### src/rtl/stick_sorter.sv
// Animated bubble sort of NUM_STICKS stick heights, one compare step every
// STEP_FRAMES frame ticks, so a renderer can show each compare/swap in turn.
module stick_sorter #(
    parameter int unsigned NUM_STICKS  = 8,
    parameter int unsigned HEIGHT_W    = 9,
    parameter int unsigned STEP_FRAMES = 30
) (
    input  logic                           pclk,
    input  logic                           rst,
    input  logic                           vblnk,
    input  logic                           start,
    input  logic                           load_en,
    input  logic [2:0]                     load_idx,
    input  logic [HEIGHT_W-1:0]            load_height,
    output logic [NUM_STICKS*HEIGHT_W-1:0] heights,
    output logic [3:0]                     highlight_idx,
    output logic                           busy,
    output logic                           done,
    output logic [7:0]                     swap_count
);

    typedef enum logic [1:0] {IDLE, SORT, DONE} state_t;

    state_t              state, state_next;
    logic [HEIGHT_W-1:0] h      [NUM_STICKS];
    logic [HEIGHT_W-1:0] h_next [NUM_STICKS];
    logic [2:0]          pass, pass_next;
    logic [2:0]          j, j_next;
    logic [7:0]          frame_cnt, frame_next;
    logic [7:0]          swap_next;
    logic                pass_swapped, pass_swapped_next;
    logic                vblnk_q;
    logic                tick;
    logic [3:0]          lim;
    logic                swap;
    logic                last;

    // Next-state, datapath and step logic.
    always_comb begin
        state_next        = state;
        h_next            = h;
        pass_next         = pass;
        j_next            = j;
        frame_next        = frame_cnt;
        swap_next         = swap_count;
        pass_swapped_next = pass_swapped;
        tick              = vblnk & ~vblnk_q;
        lim               = 4'(NUM_STICKS - 1) - {1'b0, pass};
        swap              = h[j] > h[j + 3'd1];
        last              = ({1'b0, j} == (lim - 4'd1));

        case (state)
            IDLE, DONE: begin
                if (load_en) begin
                    h_next[load_idx] = load_height;
                end
                if (start) begin
                    state_next        = SORT;
                    pass_next         = 3'd0;
                    j_next            = 3'd0;
                    frame_next        = 8'd0;
                    pass_swapped_next = 1'b0;
                    swap_next         = 8'd0;
                end
            end
            SORT: begin
                if (tick) begin
                    if (frame_cnt == 8'(STEP_FRAMES - 1)) begin
                        frame_next = 8'd0;
                        if (swap) begin
                            h_next[j]        = h[j + 3'd1];
                            h_next[j + 3'd1] = h[j];
                            if (swap_count != 8'hFF) begin
                                swap_next = swap_count + 8'd1;
                            end
                        end
                        if (!last) begin
                            j_next            = j + 3'd1;
                            pass_swapped_next = pass_swapped | swap;
                        end else if (lim == 4'd1 || !(pass_swapped || swap)) begin
                            state_next = DONE;
                        end else begin
                            pass_next         = pass + 3'd1;
                            j_next            = 3'd0;
                            pass_swapped_next = 1'b0;
                        end
                    end else begin
                        frame_next = frame_cnt + 8'd1;
                    end
                end
            end
            default: state_next = IDLE;
        endcase
    end

    // State and registered outputs; vblnk_q resets high to suppress a tick right after reset.
    always_ff @(posedge pclk or posedge rst) begin
        if (rst) begin
            state         <= IDLE;
            for (int i = 0; i < NUM_STICKS; i++) begin
                h[i] <= HEIGHT_W'(240 - 30 * i);
            end
            pass          <= 3'd0;
            j             <= 3'd0;
            frame_cnt     <= 8'd0;
            swap_count    <= 8'd0;
            pass_swapped  <= 1'b0;
            vblnk_q       <= 1'b1;
            busy          <= 1'b0;
            done          <= 1'b0;
            highlight_idx <= 4'd8;
        end else begin
            state         <= state_next;
            h             <= h_next;
            pass          <= pass_next;
            j             <= j_next;
            frame_cnt     <= frame_next;
            swap_count    <= swap_next;
            pass_swapped  <= pass_swapped_next;
            vblnk_q       <= vblnk;
            busy          <= (state_next == SORT);
            done          <= (state_next == DONE);
            highlight_idx <= (state_next == SORT) ? {1'b0, j_next} : 4'd8;
        end
    end

    for (genvar i = 0; i < NUM_STICKS; i++) begin : g_flat
        assign heights[i*HEIGHT_W +: HEIGHT_W] = h[i];
    end

endmodule
### config.mk
export PLATFORM = sky130hd
export DESIGN_NAME = stick_sorter
export DESIGN_NICKNAME = d
export VERILOG_FILES = /design/src/rtl/stick_sorter.sv
export SDC_FILE = /design/constraint.sdc
export NUM_CORES = 1
export LEC_CHECK = 0
export ABC_CLOCK_PERIOD_IN_PS = 6600
export CAP_MARGIN = 20
export CELL_PAD_IN_SITES_DETAIL_PLACEMENT = 0
export CELL_PAD_IN_SITES_GLOBAL_PLACEMENT = 1
export CORE_UTILIZATION = 47
export CTS_BUF_LIST = sky130_fd_sc_hd__clkbuf_4
export CTS_CLUSTER_SIZE = 16
export DETAILED_ROUTE_END_ITERATION = 8
export PLACE_DENSITY_LB_ADDON = 0.25
export REMOVE_ABC_BUFFERS = 1
export SETUP_SLACK_MARGIN = 0.15
export SYNTH_ARGS = -nofsm -noshare
export SYNTH_HDL_FRONTEND = slang
export SYNTH_SLANG_ARGS = --single-unit
### constraint.sdc
create_clock -name pclk -period 6.6 [get_ports pclk]
set_input_delay 1.32 -clock pclk [delete_from_list [all_inputs] [get_ports pclk]]
set_output_delay 1.32 -clock pclk [all_outputs]
set_load 0.1 [all_outputs]
==> flow_metrics.env, run 1 <==
export IMPL_p_leak_nw=3.374
export IMPL_drt_iter0_drc=996
export IMPL_setup_viol=0
export IMPL_crit_required_ps=6980
export IMPL_p_sw_mw=2.278
export IMPL_p_int_mw=1.597
export IMPL_via_per_inst=6.959
export IMPL_drv_cap=0
export IMPL_synth_top_cell_area_share_pct=24.17
export IMPL_antenna_cells=0
export IMPL_crit_chain="buf_4 -> xor2_2 -> buf_4 -> nor3_1 -> a22oi_1 -> nand3_1 -> inv_1 -> ha_1 -> nand4_1 -> a211oi_1 -> or3_1 -> nand3_1 -> a32oi_1 -> nand2_1"
export IMPL_async_reset_ff_share_pct=100.0
export IMPL_dp_cells=1042
export IMPL_synthAdderAreaFrac_pct=2.762
export IMPL_htree_levels=3
export IMPL_slew_headroom_pct=33.62
export IMPL_insertion_delay_ps=500
export IMPL_crit_slowest_cell="nand3_1"
export IMPL_rows=45
export IMPL_cts_tree="yes"
export IMPL_synth_cell_type_count=71
export IMPL_nNetsFinal=898
export IMPL_grt_usage_pct=33.59
export IMPL_ctsResizeCount=0
export IMPL_fin_crit_ps=5290
export IMPL_clk_pin_slew_worst_paths_ps=160
export IMPL_die_w_um=126.2
export IMPL_combPwrFrac_pct=64.7
export IMPL_maxSlewViolCount=0
export IMPL_post_drt_wl_per_cell_um=24.94
export IMPL_grtUsageMet1_pct=49.03
export IMPL_busiest_layer="met1"
export IMPL_synth_area_leaders="dfrtp_1 24%, dfstp_2 12%, nand2_1 4.9%, a22o_1 4.6%, mux4_2 4.4%"
export IMPL_die_h_um=126.2
export IMPL_synth_top_family_by_area="compound AO/OA/AOI/OAI gates"
export IMPL_ir_drop_uv=343.3
export IMPL_synth_edf_count=0
export IMPL_fmax_ghz=0.1890
export IMPL_fin_cells=1058
export IMPL_synth_xor_area_share_pct=2.055
export IMPL_antenna_found_initial=0
export IMPL_grt_setup_unrepaired="false"
export IMPL_synth_area_mm2=0.007247
export IMPL_cts_setup_buffers=0
export IMPL_place_hpwl_mm=17.51
export IMPL_place_congestion=0.9420
export IMPL_use_met2_pct=48.20
export IMPL_crit_start="j[2]"
export IMPL_synth_seq_cells=104
export IMPL_cp_start_kind="flop"
export IMPL_io_pins=103
export IMPL_first_pass_iters=7
export IMPL_pwr_share_seq_pct=26.8
export IMPL_r2r_end="heights[11]"
export IMPL_drc=0
export IMPL_synth_mux_area_share_pct=8.650
export IMPL_final_layout_size_suffix_gt1_share_pct=13.45
export IMPL_syn_to_final_growth_pct=16.80
export IMPL_clock_skew_ps=24.82
export IMPL_hold_buffers=0
export IMPL_initial_core_util_pct=47.85
export IMPL_yosys_most_used_dff="dfrtp_1"
export IMPL_cp_max_fo=33
export IMPL_overflow=0
export IMPL_grt_max_degree=65
export IMPL_yosysWarnings=0
export IMPL_routed_wl_mm=26.39
export IMPL_power_density_mw_per_mm2=457.8
export IMPL_status="finished clean"
export IMPL_io_buffers=102
export IMPL_cts_made_buffers=9
export IMPL_netlist_instances=794
export IMPL_use_met3_pct=7.859
export IMPL_timing_rr_start="j[2]"
export IMPL_clockBufferDepth=2
export IMPL_grt_pass1_vias=6921
export IMPL_synth_area_leader_cell="dfrtp_1"
export IMPL_clkSinkCount=104
export IMPL_critPathMaxStageDelay_ps=690
export IMPL_clock_root_buffer="clkbuf_4"
export IMPL_endpoint="heights[11]"
export IMPL_tightest_slew_ps=992.6
export IMPL_ant_nets=0
export IMPL_tns_ps=0
export IMPL_avgSynthCellArea_um2=9.127
export IMPL_synthTopCellsByCount="94 x nand2_1, 84 x nor2_1, 70 x dfrtp_1"
export IMPL_synthSimpleGateAreaFrac_pct=18.39
export IMPL_min_path_type="flop to flop"
export IMPL_reg2reg_depth=14
export IMPL_vias=7363
export IMPL_fin_crit_sh_pct=80.15
export IMPL_synth_most_common_cell="nand2_1"
export IMPL_ys_seq_area_share_pct=36.50
export IMPL_worstSetupPathType="flop to flop"
export IMPL_p_clk_share_pct=8.5
export IMPL_crit_path_end_kind="flop"
export IMPL_worstPathArrival_ps=5670
export IMPL_hold_viol=0
export IMPL_coreArea_mm2=0.01515
export IMPL_rrSetupSlack_ps=1310
export IMPL_synth_compound_area_share_pct=27.21
export IMPL_die_area_mm2=0.01592
export IMPL_swShare_pct=58.78
export IMPL_grt_pass1_wl_mm=40.86
## worst min path at each step
stage                      start           end  slack, ps  depth (start not counted)
global route         heights[67]   heights[67]        510                          2
floorplan           pass_swapped  pass_swapped        450                          1
global placement    pass_swapped  pass_swapped        460                          1
detailed placement   heights[67]   heights[67]        480                          2
CTS                  heights[67]   heights[67]        500                          2
finish               heights[67]   heights[67]        510                          2
## metrics by stage
stage | power (mW) | util (%) | setup WS [ps] | instance area, um^2 | hold slack, ps
global placement | 3.494 | 55.11 | 1564 | 8347 | 464.5
detailed placement | 3.512 | 55.11 | 1464 | 8347 | 482.7
finish | 3.875 | 55.89 | 1310 | 8464 | 505.1
global route | 4.032 | 55.89 | 1116 | 8464 | 513.8
floorplan | 2.865 | - | 806.1 | 6982 | 451.6
CTS | 3.841 | 55.89 | 1428 | 8464 | 503.4
## sequential cells by signal, indices dropped and copies added, names as in the netlist, 2 cells and up
name,count
frame_cnt,8
heights,72
highlight_idx,4
j,3
pass,3
state,2
swap_count,8
## placed cells by master (no fill, tap or decap), drive strengths merged, types with 8 or more instances in the layout
cell / count
a221oi: 22
a22o: 38
nor2: 84
mux4: 15
dfstp: 34
o221a: 8
nor3: 16
buf: 13
dfrtp: 70
o21ai: 40
a31oi: 16
clkbuf: 15
o31ai: 22
ha: 16
o221ai: 32
clkdlybuf4s50: 102
a22oi: 10
a32oi: 10
nand4: 10
inv: 15
nand2: 94
mux2i: 15
or3: 9
mux2: 12
a21oi: 32
nor2b: 9
nand3: 33
## kinds of logic (layout without fill, tap and decap cells)
group	Yosys count	in the layout
fa+ha+maj	16	16
simple gates	287	287
mux	42	42
buf+inv	70	146
flops	104	104
compound gates	261	261
xor+xnor	14	14
## power by group through the flow
stage          Combinational [mW]  Clock, mW  Sequential, mW
6_report                     2.51      0.331            1.04
3_3_place_gp                 2.46          0            1.04
2_1_floorplan               0.829          0            2.04
3_5_place_dp                 2.47          0            1.04
5_1_grt                      2.62      0.359            1.06
4_1_cts                      2.48      0.331            1.03
## layer usage
metal	vias to the layer above	wire length, um
li1	3208	-
met1	3540	11210
met2	534	11160
met3	81	3175
met4	0	840
met5	-	0
## layout make-up
type                       instances  area (um^2)
clock buffer                      15        112.6
clock inverter                     1        5.005
fill                            1375         6681
inverter                          15        58.81
multi-input combinational        620         4288
sequential                       104         2646
tap                              188        235.2
timing repair buffer             115         1119
## worst max-delay path, delay by kind of cell (launching register included)
kind / cells / cell delay [ps]
AOI/OAI and AO/OA: 3 / 1080
and+or+nand+nor: 6 / 2390
xor gates and xnor gates: 1 / 120
DFF: 1 / 470
buffers and inverters: 3 / 810
adders and majority gates: 1 / 280
(Power assumes the default switching activity.)
==> inputs of run 2 (changes only) <==
Settings changed: ABC_CLOCK_PERIOD_IN_PS 6600 to 4900, CORE_UTILIZATION 47 to 44.
Clock period 6.6 ns to 4.9 ns, I/O delays scaled along.
==> run 2 against run 1 <==
Net effect:
- sequential share of layout area down 0.92 points
- setup slack worse by 930 ps
- first-iteration DRC count shrank 32%
==> flow_metrics.env, run 2 (synthesized netlist as in run 1, its figures left out) <==
export IMPL_pwr_share_seq_pct=26.3
export IMPL_final_cell_mix="102 x clkdlybuf4s50_1, 94 x nand2_1, 84 x nor2_1"
export IMPL_clockBufferDepth=2
export IMPL_p_int_mw=2.205
export IMPL_drc=0
export IMPL_tns_ps=0
export IMPL_n_fill_cell=1469
export IMPL_clkSinkCount=104
export IMPL_largest_register_ffs=72
export IMPL_cp_max_fo=11
export IMPL_hold_viol=0
export IMPL_maxSlewViolCount=0
export IMPL_critPathBufInv=3
export IMPL_finalWorstSetupSlack_ps=376.0
export IMPL_syn_to_final_growth_pct=20.36
export IMPL_whs_ps=510.7
export IMPL_stdcell_area_mm2=0.008722
export IMPL_overflow=0
export IMPL_rows=46
export IMPL_first_pass_iters=5
export IMPL_critPathMaxStageDelay_ps=600
export IMPL_coreArea_mm2=0.01600
export IMPL_placed_area_mm2=0.008597
export IMPL_die_h_um=130.3
export IMPL_die_area_mm2=0.01699
export IMPL_fin_util_pct=54.51
export IMPL_final_layout_size_suffix_gt1_share_pct=16.05
export IMPL_io_buffers=102
export IMPL_setup_viol=0
export IMPL_crit_path_end_kind="flop"
export IMPL_grt_max_degree=78
export IMPL_io_pins=103
export IMPL_critPathTopFamily="simple AND/OR/NAND/NOR gates"
export IMPL_p_leak_nw=3.493
export IMPL_p_clk_share_pct=8.3
export IMPL_cts_made_buffers=9
export IMPL_status="finished clean"
export IMPL_nNetsFinal=925
export IMPL_initial_core_util_pct=45.29
export IMPL_ir_drop_uv=391.3
export IMPL_insertion_delay_ps=520
export IMPL_ant_nets=0
export IMPL_place_congestion=0.9624
export IMPL_path_common_cell="buf_4"
export IMPL_vias=7420
export IMPL_clock_root_buffer="clkbuf_4"
export IMPL_dp_cells=1097
export IMPL_clk_pin_slew_worst_paths_ps=180
export IMPL_total_power_mw=5.360
export IMPL_via_per_inst=6.661
export IMPL_crit_chain="buf_4 -> buf_4 -> and2b_1 -> nor2b_1 -> a211o_1 -> ha_1 -> a21oi_1 -> o221ai_1 -> or3_1 -> nand3_1 -> buf_4 -> nor2_1 -> a22o_1"
export IMPL_routed_wl_mm=27.82
export IMPL_power_density_mw_per_mm2=614.5
export IMPL_grt_pass1_wl_mm=41.79
export IMPL_worstPathArrival_ps=4940
export IMPL_place_hpwl_mm=19.69
export IMPL_antenna_found_initial=1
export IMPL_place_ws_ps=457.0
export IMPL_fin_crit_sh_pct=92.33
export IMPL_combPwrFrac_pct=65.5
export IMPL_drv_cap=0
export IMPL_cts_setup_buffers=0
export IMPL_worstSetupPathType="flop to flop"
export IMPL_die_w_um=130.3
export IMPL_fin_crit_ps=4524
export IMPL_fin_cells=1114
export IMPL_min_path_type="flop to flop"
export IMPL_p_sw_mw=3.155
export IMPL_cts_tree="yes"
export IMPL_tightest_slew_ps=994.6
export IMPL_crit_slowest_cell="nor2b_1"
export IMPL_fmax_ghz=0.2210
export IMPL_grt_pass1_vias=6920
export IMPL_cp_start_kind="flop"
export IMPL_clock_skew_ps=22.45
export IMPL_drt_iter0_drc=676
export IMPL_crit_required_ps=5320
export IMPL_final_common_cell="clkdlybuf4s50_1"
export IMPL_slew_headroom_pct=33.48
export IMPL_grt_usage_pct=33.37
export IMPL_swShare_pct=58.86
export IMPL_htree_levels=3
export IMPL_post_drt_wl_per_cell_um=24.97
export IMPL_grt_setup_unrepaired="false"
==> run 2: cell type report <==
type	instances	area [um^2]	share of cell area, %
flip-flops and latches	104	2646	30.34
inverters	15	58.81	0.6742
clock buffers	10	75.07	0.8607
multi-input cells	620	4293	49.22
diodes	1	2.502	0.02869
well taps	216	270.3	3.099
clock inverters	6	42.54	0.4877
repair buffers	142	1334	15.29
==> run 2: final timing paths <==
path                                   from  cells after the start          end  slack (ps)
worst min register to register  heights[49]                      2  heights[49]         510
worst min-delay path            heights[49]                      2  heights[49]         510
max in group asynchronous               rst                      3  heights[57]        2920
worst max register to register         j[2]                     13  heights[27]         380
worst max-delay path                   j[2]                     13  heights[27]         380
min in group asynchronous               rst                      2  heights[68]         990
==> run 2: what timing repair did <==
action / in CTS / in global routing
hold buffers: 0 / 0
setup endpoints to repair: 0 / 5
resized for setup: 0 / 1
==> run 2: metal layers <==
layer / up-vias / track usage, % / wire length (um)
met5: - / 0 / 0
met4: 0 / 14.40 / 857
met3: 63 / 5.412 / 2597
met2: 454 / 49.50 / 12360
met1: 3631 / 47.97 / 12000
li1: 3272 / - / -
==> run 2: tightest hold or removal path, stage by stage, from the launching register on <==
cell     delay, ps
dfstp_2        420
nand2_1         50
o31ai_1         60
==> run 2: power groups by stage <==
stage	Clock [mW]	Sequential, mW	Combinational (mW)
6_report	0.443	1.41	3.51
5_1_grt	0.482	1.43	3.65
4_1_cts	0.450	1.40	3.47
3_5_place_dp	0	1.41	3.46
3_3_place_gp	0	1.41	3.44
2_1_floorplan	0	2.74	1.12
